`config.mk`:
```
export PLATFORM = sky130hd
export DESIGN_NAME = hazard_controller
export DESIGN_NICKNAME = d
export VERILOG_FILES = /design/src/rtl/hazard_controller.sv
export SDC_FILE = /design/constraint.sdc
export NUM_CORES = 1
export LEC_CHECK = 0
export CORE_ASPECT_RATIO = 0.9
export CORE_MARGIN = 4
export CORE_UTILIZATION = 41
export DETAILED_ROUTE_END_ITERATION = 16
export GPL_TIMING_DRIVEN = 0
export PLACE_DENSITY = 0.65
export SLEW_MARGIN = 20
export SYNTH_ARGS = -nofsm -noshare
export SYNTH_HDL_FRONTEND = slang
export SYNTH_SLANG_ARGS = --single-unit
```
`constraint.sdc`:
```
create_clock -name clk -period 4.6 [get_ports clk]
set_input_delay 0.69 -clock clk [delete_from_list [all_inputs] [get_ports clk]]
set_output_delay 0.69 -clock clk [all_outputs]
set_load 0.1 [all_outputs]
```
`src/rtl/hazard_controller.sv`:
```
// Hazard scheduler for the five-stage core: tracks destination registers in flight
// (E/M/WB scoreboard) and drives stall, flush and forward selects plus the memory watchdog.
module hazard_controller #(
    parameter int MEM_TIMEOUT = 16
) (
    input  logic       clk,
    input  logic       reset,
    input  logic [4:0] rs1_D,
    input  logic [4:0] rs2_D,
    input  logic [4:0] rd_D,
    input  logic [1:0] reg_RD_D,
    input  logic       reg_WE_D,
    input  logic       is_load_D,
    input  logic       redirect_M,
    input  logic       dmem_req_M,
    input  logic       dmem_ready,
    output logic       stall_F,
    output logic       stall_D,
    output logic       stall_E,
    output logic       stall_M,
    output logic       stall_WB,
    output logic       flush_D,
    output logic       flush_E,
    output logic       flush_M,
    output logic       flush_WB,
    output logic [1:0] fwd_rs1_E,
    output logic [1:0] fwd_rs2_E,
    output logic       mem_fault
);

    typedef struct packed {
        logic       valid;
        logic [4:0] rd;
        logic       we;
        logic       load;
        logic [1:0] src_use;
        logic [4:0] rs1;
        logic [4:0] rs2;
    } e_slot_t;

    typedef struct packed {
        logic       valid;
        logic [4:0] rd;
        logic       we;
        logic       load;
    } m_slot_t;

    // WB only ever feeds the forward mux, so the load flag is not carried into it
    typedef struct packed {
        logic       valid;
        logic [4:0] rd;
        logic       we;
    } wb_slot_t;

    localparam logic [7:0] TIMEOUT = 8'(MEM_TIMEOUT);

    e_slot_t  e_q, e_in;
    m_slot_t  m_q, m_in;
    wb_slot_t wb_q, wb_in;
    logic [7:0] wait_cnt;
    logic       fault_q;

    logic wait_raw, mem_wait, timeout, redir, ld_use;

    function automatic logic hit(input logic valid, input logic we, input logic [4:0] rd,
                                 input logic [4:0] src, input logic used);
        return valid & we & (rd != 5'd0) & (rd == src) & used;
    endfunction

    function automatic logic [1:0] fwd_sel(input m_slot_t m, input wb_slot_t wb,
                                           input logic [4:0] src, input logic used);
        if (hit(m.valid, m.we, m.rd, src, used) && !m.load)
            return 2'b01;
        else if (hit(wb.valid, wb.we, wb.rd, src, used))
            return 2'b10;
        else
            return 2'b00;
    endfunction

    always_comb begin
        wait_raw = dmem_req_M & ~dmem_ready;
        mem_wait = wait_raw & (wait_cnt < TIMEOUT);
        timeout  = wait_raw & (wait_cnt >= TIMEOUT);
        redir    = redirect_M & ~mem_wait;
        ld_use   = e_q.load
                 & (hit(e_q.valid, e_q.we, e_q.rd, rs1_D, reg_RD_D[0])
                  | hit(e_q.valid, e_q.we, e_q.rd, rs2_D, reg_RD_D[1]))
                 & ~mem_wait & ~redir;
    end

    // reset is active-low: every control output is forced quiet while it is held
    always_comb begin
        stall_F   = reset & (mem_wait | ld_use);
        stall_D   = reset & (mem_wait | ld_use);
        stall_E   = reset & mem_wait;
        stall_M   = reset & mem_wait;
        stall_WB  = 1'b0;
        flush_D   = reset & redir;
        flush_E   = reset & (redir | ld_use);
        flush_M   = reset & redir;
        flush_WB  = reset & mem_wait;
        fwd_rs1_E = reset ? fwd_sel(m_q, wb_q, e_q.rs1, e_q.src_use[0]) : 2'b00;
        fwd_rs2_E = reset ? fwd_sel(m_q, wb_q, e_q.rs2, e_q.src_use[1]) : 2'b00;
        mem_fault = fault_q;
    end

    always_comb begin
        e_in  = {1'b1, rd_D, reg_WE_D, is_load_D, reg_RD_D, rs1_D, rs2_D};
        m_in  = {e_q.valid, e_q.rd, e_q.we, e_q.load};
        wb_in = {m_q.valid, m_q.rd, m_q.we};
    end

    always_ff @(posedge clk or negedge reset) begin
        if (!reset) begin
            e_q      <= '0;
            m_q      <= '0;
            wb_q     <= '0;
            wait_cnt <= 8'd0;
            fault_q  <= 1'b0;
        end else begin
            if (flush_E)       e_q <= '0;
            else if (!stall_E) e_q <= e_in;

            if (flush_M)       m_q <= '0;
            else if (!stall_M) m_q <= m_in;

            if (flush_WB)       wb_q <= '0;
            else if (!stall_WB) wb_q <= wb_in;

            // a timed-out access is let through once and the count restarts
            if (!wait_raw || timeout) wait_cnt <= 8'd0;
            else                      wait_cnt <= wait_cnt + 8'd1;

            if (timeout) fault_q <= 1'b1;
        end
    end

endmodule
```
==> results of run 1 <==
[metal layers]
layer	GRT usage [%]	share of wire, %	up-vias
li1	-	-	782
met1	23.9	51	742
met2	21.4	45	29
met3	2.25	2.9	7
met4	7.12	1.8	0
met5	0	0	-
[sequential cells by signal, indices dropped and copies added, names as in the netlist]
| name | cells |
|---|---|
| mem_fault | 1 |
| wb_q | 7 |
| m_q | 8 |
| e_q | 20 |
| wait_cnt | 8 |
[per-stage QoR]
stage | cells | hold slack (ps) | utilization [%] | area [µm²]
final | 309 | 372 | 54.7 | 2730
after global routing | 309 | 405 | 54.7 | 2730
after CTS | 309 | 384 | 54.7 | 2730
after detailed placement | 302 | 461 | 53.0 | 2640
after global placement | 301 | 456 | 52.7 | 2630
after floorplan | 200 | 394 | - | 2190
[area by class of cell]
class | instances | area (µm²)
inverters | 6 | 35.0
clock inverters | 2 | 12.5
flip-flops and latches | 44 | 1100
multi-input cells | 136 | 921
clock buffers | 5 | 68.8
plain buffers | 14 | 130
fillers | 457 | 2260
well taps | 65 | 81.3
repair buffers | 37 | 375
[logic make-up (layout without fill, tap and decap cells)]
kind of cell	Yosys count	in the layout
flip-flops	44	44
buffers and inverters	20	64
AO/OA/AOI/OAI	27	27
adder cells (fa/ha/maj)	2	2
XOR/XNOR	32	32
other	1	4
AND/OR/NAND/NOR	71	71
[cells in the final DEF (no fill, tap or decap), types with 2 or more instances in the layout]
| cell | synthesis | routed |
|---|---|---|
| a32o_1 | 19 | 19 |
| and2_1 | 7 | 7 |
| buf_12 | 2 | 3 |
| buf_2 | 3 | 4 |
| buf_4 | 5 | 5 |
| buf_6 | 3 | 3 |
| clkbuf_8 | 0 | 5 |
| clkdlybuf4s50_1 | 0 | 35 |
| conb_1 | 1 | 4 |
| dfrtp_1 | 44 | 44 |
| ha_1 | 2 | 2 |
| inv_1 | 5 | 5 |
| nand2_1 | 21 | 21 |
| nand2b_1 | 3 | 3 |
| nand3_1 | 14 | 14 |
| nand4_1 | 4 | 4 |
| nor2_1 | 8 | 8 |
| nor3_1 | 5 | 5 |
| nor4_1 | 4 | 4 |
| o21ai_1 | 1 | 2 |
| or4_1 | 2 | 2 |
| xnor2_1 | 19 | 19 |
| xor2_1 | 13 | 13 |
[report_power, final]
group | switching (W) | internal (W)
clock network | 0.000127 | 0.000103
registers | 0.0000295 | 0.000410
logic | 0.0000637 | 0.0000643
[critical path, delay by kind of cell]
kind	cells	cell delay [ps]
AND/OR/NAND/NOR	2	290
buffers and inverters	4	1990
AO/OA/AOI/OAI	2	370
XOR/XNOR	1	140
[final timing paths]
kind / start / to / slack [ps] / cells past startpoint
max in group asynchronous: reset / wb_q[4] / 3690 / 2
hold / removal: reset / m_q[6] / 370 / 1
setup reg to reg: wait_cnt[4] / e_q[11] / 2720 / 7
setup / recovery: rs1_D[4] / stall_F / 440 / 9
hold reg to reg: mem_fault / mem_fault / 480 / 1
min in group clk: mem_fault / mem_fault / 480 / 1
==> results.yml, run 1 <==
status:
  status: "finished, final reports clean"
place:
  io_buffers: 36
  place_ws_ps: 448
  dpl.hpwl_um: 3640
  globalplace.congestion: 0.892
routing:
  drt_iter0_drc: 52
  post_drt_wl_per_cell_um: 15.4
  dr.pass1.iters: 4
  ant_nets: 0
  drc: 0
  routed_wl_um: 4770
  vias: 1560
  routed_via_density: 5.05
cts:
  numCtsBuffers: 5
  cts_tree: "built"
  cts-root-buf: "clkbuf_8"
  postCtsResizedCells: 0
  clock-sinks: 44
  clock_latency_ps: 300
  clk_path_buf_depth: 2
  clk_pin_slew_ps: 90
  htree_levels: 2
  cts_setup_buffers: 0
  cts_hold_buf: 0
layout:
  synthToLayoutAreaGrowth_pct: 25.2
  nets: 270
  drive_gt1_share_pct: 10.2
  diodes: 0
floorplan:
  num_rows: 24
  die_h_um: 77.1
  core_mm2: 0.00498
  start_util_pct: 43.6
  die_x_um: 84.8
  io_pins: 38
  dieArea_mm2: 0.00654
timing:
  worstMarginPinSlew_ps: 971
  layout_setup_ws_ps: 441
  hold_viol: 0
  fin_setup_tns_ps: 0
  setup-violations-final: 0
  period_minus_slack_ps: 4160
  relSlewSlack_pct: 35.1
  skew_ps: 14.7
  period_share_pct: 90.4
  rsz0062_at_grt: "no"
  max_freq_mhz: 240
  drv_slew: 0
worst_setup_path:
  path_cells: "clkdlybuf4s50_1 > xnor2_1 > nand4_1 > o22ai_1 > nand4_1 > buf_2 > o21ai_1 > buf_4 > clkdlybuf4s50_1"
  start_kind: "input pin"
  crit_path_top_delay_cell: "clkdlybuf4s50_1"
  path_class: "in -> out"
  worstPathArrival_ps: 3470
  max_stage_delay_ps: 1120
  cp.required_ps: 3910
  cp_max_fo: 10
  end_kind: "output port"
pwr:
  powerDensity_mw_per_mm2: 293
  vdd_ir_drop_max_v: 0.000170
  total_power_w: 0.000798
  p_leak_nw: 1.15
synth:
  yosys.area.top_type: "dfrtp_1"
  synth_edf_count: 0
  synth_area_mm2: 0.00218
  synth_xor_area_share_pct: 12.9
  synth_top_family_by_area: "simple AND/OR/NAND/NOR gates"
  ys_async_sr_fraction_pct: 100
  ys_ff_latch: 44
  synth.top_cells.by_count: "dfrtp_1 (44), nand2_1 (21), a32o_1 (19), xnor2_1 (19), nand3_1 (14)"
  syn_avg_cell_area_um2: 11.0
  synth_compound_area_share_pct: 11.2
  syn_inst: 197
  synthFlopType: "dfrtp_1"
  synthSimpleGateAreaFrac_pct: 16.4
  synth.most_common_cell: "dfrtp_1"
  ys_warn_count: 0
  ys_top_cells_by_area: "dfrtp_1 (51%), a32o_1 (8.7%), xnor2_1 (7.6%), xor2_1 (5.2%), nand2_1 (3.6%)"
  synthAdderAreaFrac_pct: 1.15
  ys_types: 33
  synth_mux_area_share_pct: 0
  synth_top_area_share_pct: 50.6
  seq_area_frac_synth_pct: 50.6
global_route:
  grt_pass1_wl_um: 7990
  grt_max_degree: 27
  grt_pass1_vias: 1523
  grt-ovfl-total: 0
  grt_antenna_before_repair: 0
  grt_use_total_pct: 15.6
job:
  cap_violations: 0
min_path:
  hold_class: "in -> async"
(Power assumes the default switching activity.)
==> inputs of run 2 (changes only) <==
Settings changed: CORE_MARGIN 4 to not set.
==> run 2 against run 1 <==
Net effect: die area is 14% lower; critical path type unchanged; sequential cell count is the same; largest power group unchanged; clock skew fell by 5.7 ps.
==> results.yml, run 2 (same netlist as run 1, synthesis figures left out) <==
status:
  status: "finished, final reports clean"
global_route:
  grt_antenna_before_repair: 0
  grt.met2_usage_pct: 27.9
  grt_use_total_pct: 19.0
  grt_pass1_wl_um: 7950
  use_met1_pct: 27.7
  gr-usage-met3_pct: 3.10
  grt-ovfl-total: 0
  busiest_layer: "met2"
  grt_pass1_vias: 1545
  grt_max_degree: 29
layout:
  synthToLayoutAreaGrowth_pct: 26.5
  fillerInstances: 466
  final_common_cell: "dfrtp_1"
  largest_reg_flops: 20
  most-common-layout-cells: "dfrtp_1 (44), clkdlybuf4s50_1 (35), nand2_1 (21), xnor2_1 (19), a32o_1 (19)"
  seq_area_mm2: 0.00110
  top_regs: "e_q: 20 flops, m_q: 8 flops, wait_cnt: 8 flops"
  nets: 270
  top_register: "e_q"
  diodes: 0
  drive_gt1_share_pct: 10.2
  multiInputGateArea_um2: 921
floorplan:
  start_util_pct: 43.6
  num_rows: 24
  die_h_um: 71.1
  die_x_um: 78.8
  core_mm2: 0.00498
  dieArea_mm2: 0.00560
  io_pins: 38
worst_setup_path:
  path_class: "in -> out"
  worstPathArrival_ps: 3520
  end_kind: "output port"
  start_kind: "input pin"
  cp_max_fo: 10
  ff2ff_setup_slack_ps: 2760
  cp.required_ps: 3910
timing:
  period_share_pct: 91.5
  relSlewSlack_pct: 35.1
  worstMarginPinSlew_ps: 971
  skew_ps: 9.07
  drv_slew: 0
  max_freq_mhz: 237
  period_minus_slack_ps: 4210
  rsz0062_at_grt: "no"
  setup-violations-final: 0
  fin_setup_tns_ps: 0
  hold_slack_ps: 358
  hold_viol: 0
routing:
  dr.pass1.iters: 4
  vias: 1600
  ant_nets: 0
  drc: 0
  routed_via_density: 5.16
  drt_iter0_drc: 109
  post_drt_wl_per_cell_um: 15.4
  routed_wl_um: 4770
cts:
  clock-sinks: 44
  clk_path_buf_depth: 2
  cts_setup_buffers: 0
  cts_tree: "built"
  postCtsResizedCells: 0
  htree_levels: 2
  clk_pin_slew_ps: 80
  cts-root-buf: "clkbuf_8"
  numCtsBuffers: 5
  clock_latency_ps: 300
  cts_hold_buf: 0
place:
  globalplace.congestion: 0.809
  dpl.hpwl_um: 3580
  io_buffers: 36
pwr:
  total_power_w: 0.000859
  powerDensity_mw_per_mm2: 312
  p_leak_nw: 1.16
  vdd_ir_drop_max_v: 0.000156
job:
  cap_violations: 0
min_path:
  hold_class: "in -> async"
-- run 2: cell count changes in the layout (fill, tap and decap cells not counted), sizes merged --
cell	before	now
bufinv	0	1
clkbuf	6	7
clkinvlp	1	0
-- run 2: final timing paths --
path | start | endpoint | cells past startpoint
max | rs1_D[2] | stall_F | 9
max reg2reg | wait_cnt[4] | e_q[11] | 7
min | reset | e_q[13] | 1
max in group asynchronous | reset | wb_q[2] | 2
min reg2reg | m_q[0] | m_q[0] | 2
min in group clk | m_q[0] | m_q[0] | 2
-- run 2: power by group --
group          leakage (nW)  internal (W)  switching, W
Clock                0.0552      0.000161      0.000129
Combinational         0.560     0.0000643     0.0000637
Sequential            0.546      0.000410     0.0000300
Total                  1.16      0.000636      0.000223
-- run 2: layer usage --
| metal | wire [µm] | part of all wire, % | up-vias |
|---|---|---|---|
| met5 | 0 | 0 | - |
| met2 | 2160 | 45 | 23 |
| li1 | - | - | 779 |
| met4 | 71 | 1.5 | 0 |
| met3 | 103 | 2.2 | 5 |
| met1 | 2440 | 51 | 793 |
-- run 2: final cells by class --
cell class | instances | share of cell area, %
Tap cell | 65 | 2.96
Clock inverter | 2 | 1.27
Timing Repair Buffer | 37 | 13.6
Inverter | 6 | 1.27
Multi-Input combinational cell | 136 | 33.5
Clock buffer | 6 | 2.64
Buffer | 14 | 4.73
Sequential cell | 44 | 40.0
-- run 2: stage by stage --
step / utilization, % / cells / setup slack [ps] / instance area [µm²]
3_3_place_gp: 52.7 / 301 / -1070 / 2630
4_1_cts: 55.2 / 310 / 402 / 2750
2_1_floorplan: - / 200 / 259 / 2190
6_report: 55.2 / 310 / 389 / 2750
5_1_grt: 55.2 / 310 / 220 / 2750
3_5_place_dp: 53.0 / 302 / 443 / 2640
-- run 2: worst max-delay path, stage by stage --
cell             delay [ps]
clkdlybuf4s50_1         510
xnor2_1                 130
nand4_1                 110
o22ai_1                 210
nand4_1                 190
buf_2                   250
o21ai_1                 180
buf_4                   130
clkdlybuf4s50_1        1120
==> inputs of run 3 (changes only) <==
Settings changed: REMOVE_ABC_BUFFERS set to 1.
==> run 3 against run 2 <==
Net effect: die area stayed put; critical endpoint is now flush_WB; maximum frequency is 2.9% lower; critical path depth is 3 lower; count of clock-buffer cells in the layout stayed put; sequential cell count stayed put.
==> results.yml, run 3 (same netlist as run 1, synthesis figures left out) <==
cts:
  cts-root-buf: "clkbuf_8"
  cts_hold_buf: 0
  clk_path_buf_depth: 2
  cts_tree: "built"
  clock_latency_ps: 290
  clk_pin_slew_ps: 80
  clock-sinks: 44
  cts_setup_buffers: 0
  htree_levels: 2
  numCtsBuffers: 5
layout:
  top_register: "e_q"
  drive_gt1_share_pct: 5.17
  most-common-layout-cells: "dfrtp_1 (44), clkdlybuf4s50_1 (33), nand2_1 (21), xnor2_1 (19), a32o_1 (19)"
  top_regs: "e_q: 20 flops, m_q: 8 flops, wait_cnt: 8 flops"
  diodes: 0
  final_area_mm2: 0.00263
  synthToLayoutAreaGrowth_pct: 21.0
  largest_reg_flops: 20
  nets: 257
  stdcell_count: 297
  final_common_cell: "dfrtp_1"
routing:
  drt_iter0_drc: 92
  dr.pass1.iters: 4
  routed_wl_um: 4580
  vias: 1583
  drc: 0
  routed_via_density: 5.33
  ant_nets: 0
  post_drt_wl_per_cell_um: 15.4
pwr:
  clockPowerShare_pct: 34.1
  pwr-share-comb_pct: 14.5
  p_int_w: 0.000633
  vdd_ir_drop_max_v: 0.000206
  seq_power_share_pct: 51.4
  powerDensity_mw_per_mm2: 324
  swShare_pct: 25.9
  p_leak_nw: 1.13
  power.switching_w: 0.000221
worst_setup_path:
  r2r_end: "e_q[2]"
  reg2reg_depth: 5
  cp_max_fo: 30
  r2r_start: "wait_cnt[4]"
  end_kind: "output port"
  path_class: "in -> out"
  start_kind: "input pin"
  ff2ff_setup_slack_ps: 2440
  cp.required_ps: 3910
  worstPathArrival_ps: 3640
timing:
  max_freq_mhz: 231
  rsz0062_at_grt: "no"
  period_share_pct: 94.2
  drv_slew: 0
  period_minus_slack_ps: 4330
  setup-violations-final: 0
  skew_ps: 6.16
  relSlewSlack_pct: 34.6
  hold_viol: 0
  worstMarginPinSlew_ps: 980
job:
  cap_violations: 0
floorplan:
  core_mm2: 0.00498
  num_rows: 24
  die_h_um: 71.1
  io_pins: 38
  dieArea_mm2: 0.00560
  start_util_pct: 43.6
  die_x_um: 78.8
global_route:
  grt_max_degree: 31
  grt_use_total_pct: 18.2
  grt_pass1_vias: 1581
  grt_antenna_before_repair: 0
  grt-ovfl-total: 0
  grt_pass1_wl_um: 7850
place:
  io_buffers: 36
  dp_cells: 288
  globalplace.congestion: 0.790
  dpl.hpwl_um: 3120
  place_area_mm2: 0.00251
min_path:
  hold_class: "in -> async"
status:
  status: "finished, final reports clean"
## run 3: cell count changes in the layout (fill, tap and decap cells not counted), sizes merged
cell	delta
nand4	+1
buf	-13
dlymetal6s2s	+2
clkdlybuf4s50	-2
clkbuf	-1
## run 3: per-layer routing
layer	share of wire [%]	wire length [µm]	global-route usage, %	vias up
li1	-	-	-	754
met1	48	2220	25.8	790
met2	48	2180	28.5	35
met3	3.0	136	3.10	4
met4	0.94	43	5.56	0
met5	0	0	0	-
## run 3: area by class of cell
cell class                 instances  area, µm²
clock inverter                     2       35.0
sequential                        44       1100
fill                             480       2350
multi-input combinational        137        927
clock buffer                       6       72.6
timing repair buffer              37        380
tap                               65       81.3
inverter                           6       35.0
## run 3: critical path, stage by stage
cell and delay [ps]:
clkdlybuf4s50_1 440, nand2b_1 110, nand2b_1 370, or2_1 690
clkinv_8 280, clkdlybuf4s50_1 1040
## run 3: worst max path at each step
stage / startpoint / endpoint / slack, ps / depth (start not counted)
finish: dmem_ready / flush_WB / 270 / 6
global route: dmem_ready / flush_WB / 120 / 6
CTS: dmem_ready / stall_F / 60 / 6
detailed placement: dmem_ready / stall_F / -340 / 6
global placement: reset / stall_D / -2040 / 4
floorplan: rs1_D[2] / stall_D / -2010 / 5
## run 3: per-stage QoR
stage	total power, W	TNS, ps	hold slack [ps]	setup slack [ps]	utilization [%]
after floorplan	0.000517	-4020	394	-2010	-
after global placement	0.000568	-19180	464	-2040	50.1
after detailed placement	0.000571	-710	462	-342	50.4
after CTS	0.000860	0	393	63.2	52.7
after global routing	0.000896	0	417	119	52.8
final	0.000854	0	383	265	52.8
## run 3: what timing repair did
| action | CTS | global route |
|---|---|---|
| endpoints found under the setup margin | 3 | 2 |
| gates cloned | 1 | 0 |
| gates resized for setup | 0 | 2 |
| pin swaps | 1 | 0 |
## run 3: power by group through the flow
stage / registers, W / logic (W) / clock network [W]
after detailed placement: 0.000447 / 0.000124 / 0
final: 0.000439 / 0.000124 / 0.000291
after CTS: 0.000439 / 0.000125 / 0.000296
after global routing: 0.000443 / 0.000136 / 0.000317
after floorplan: 0.000438 / 0.0000789 / 0
after global placement: 0.000446 / 0.000121 / 0
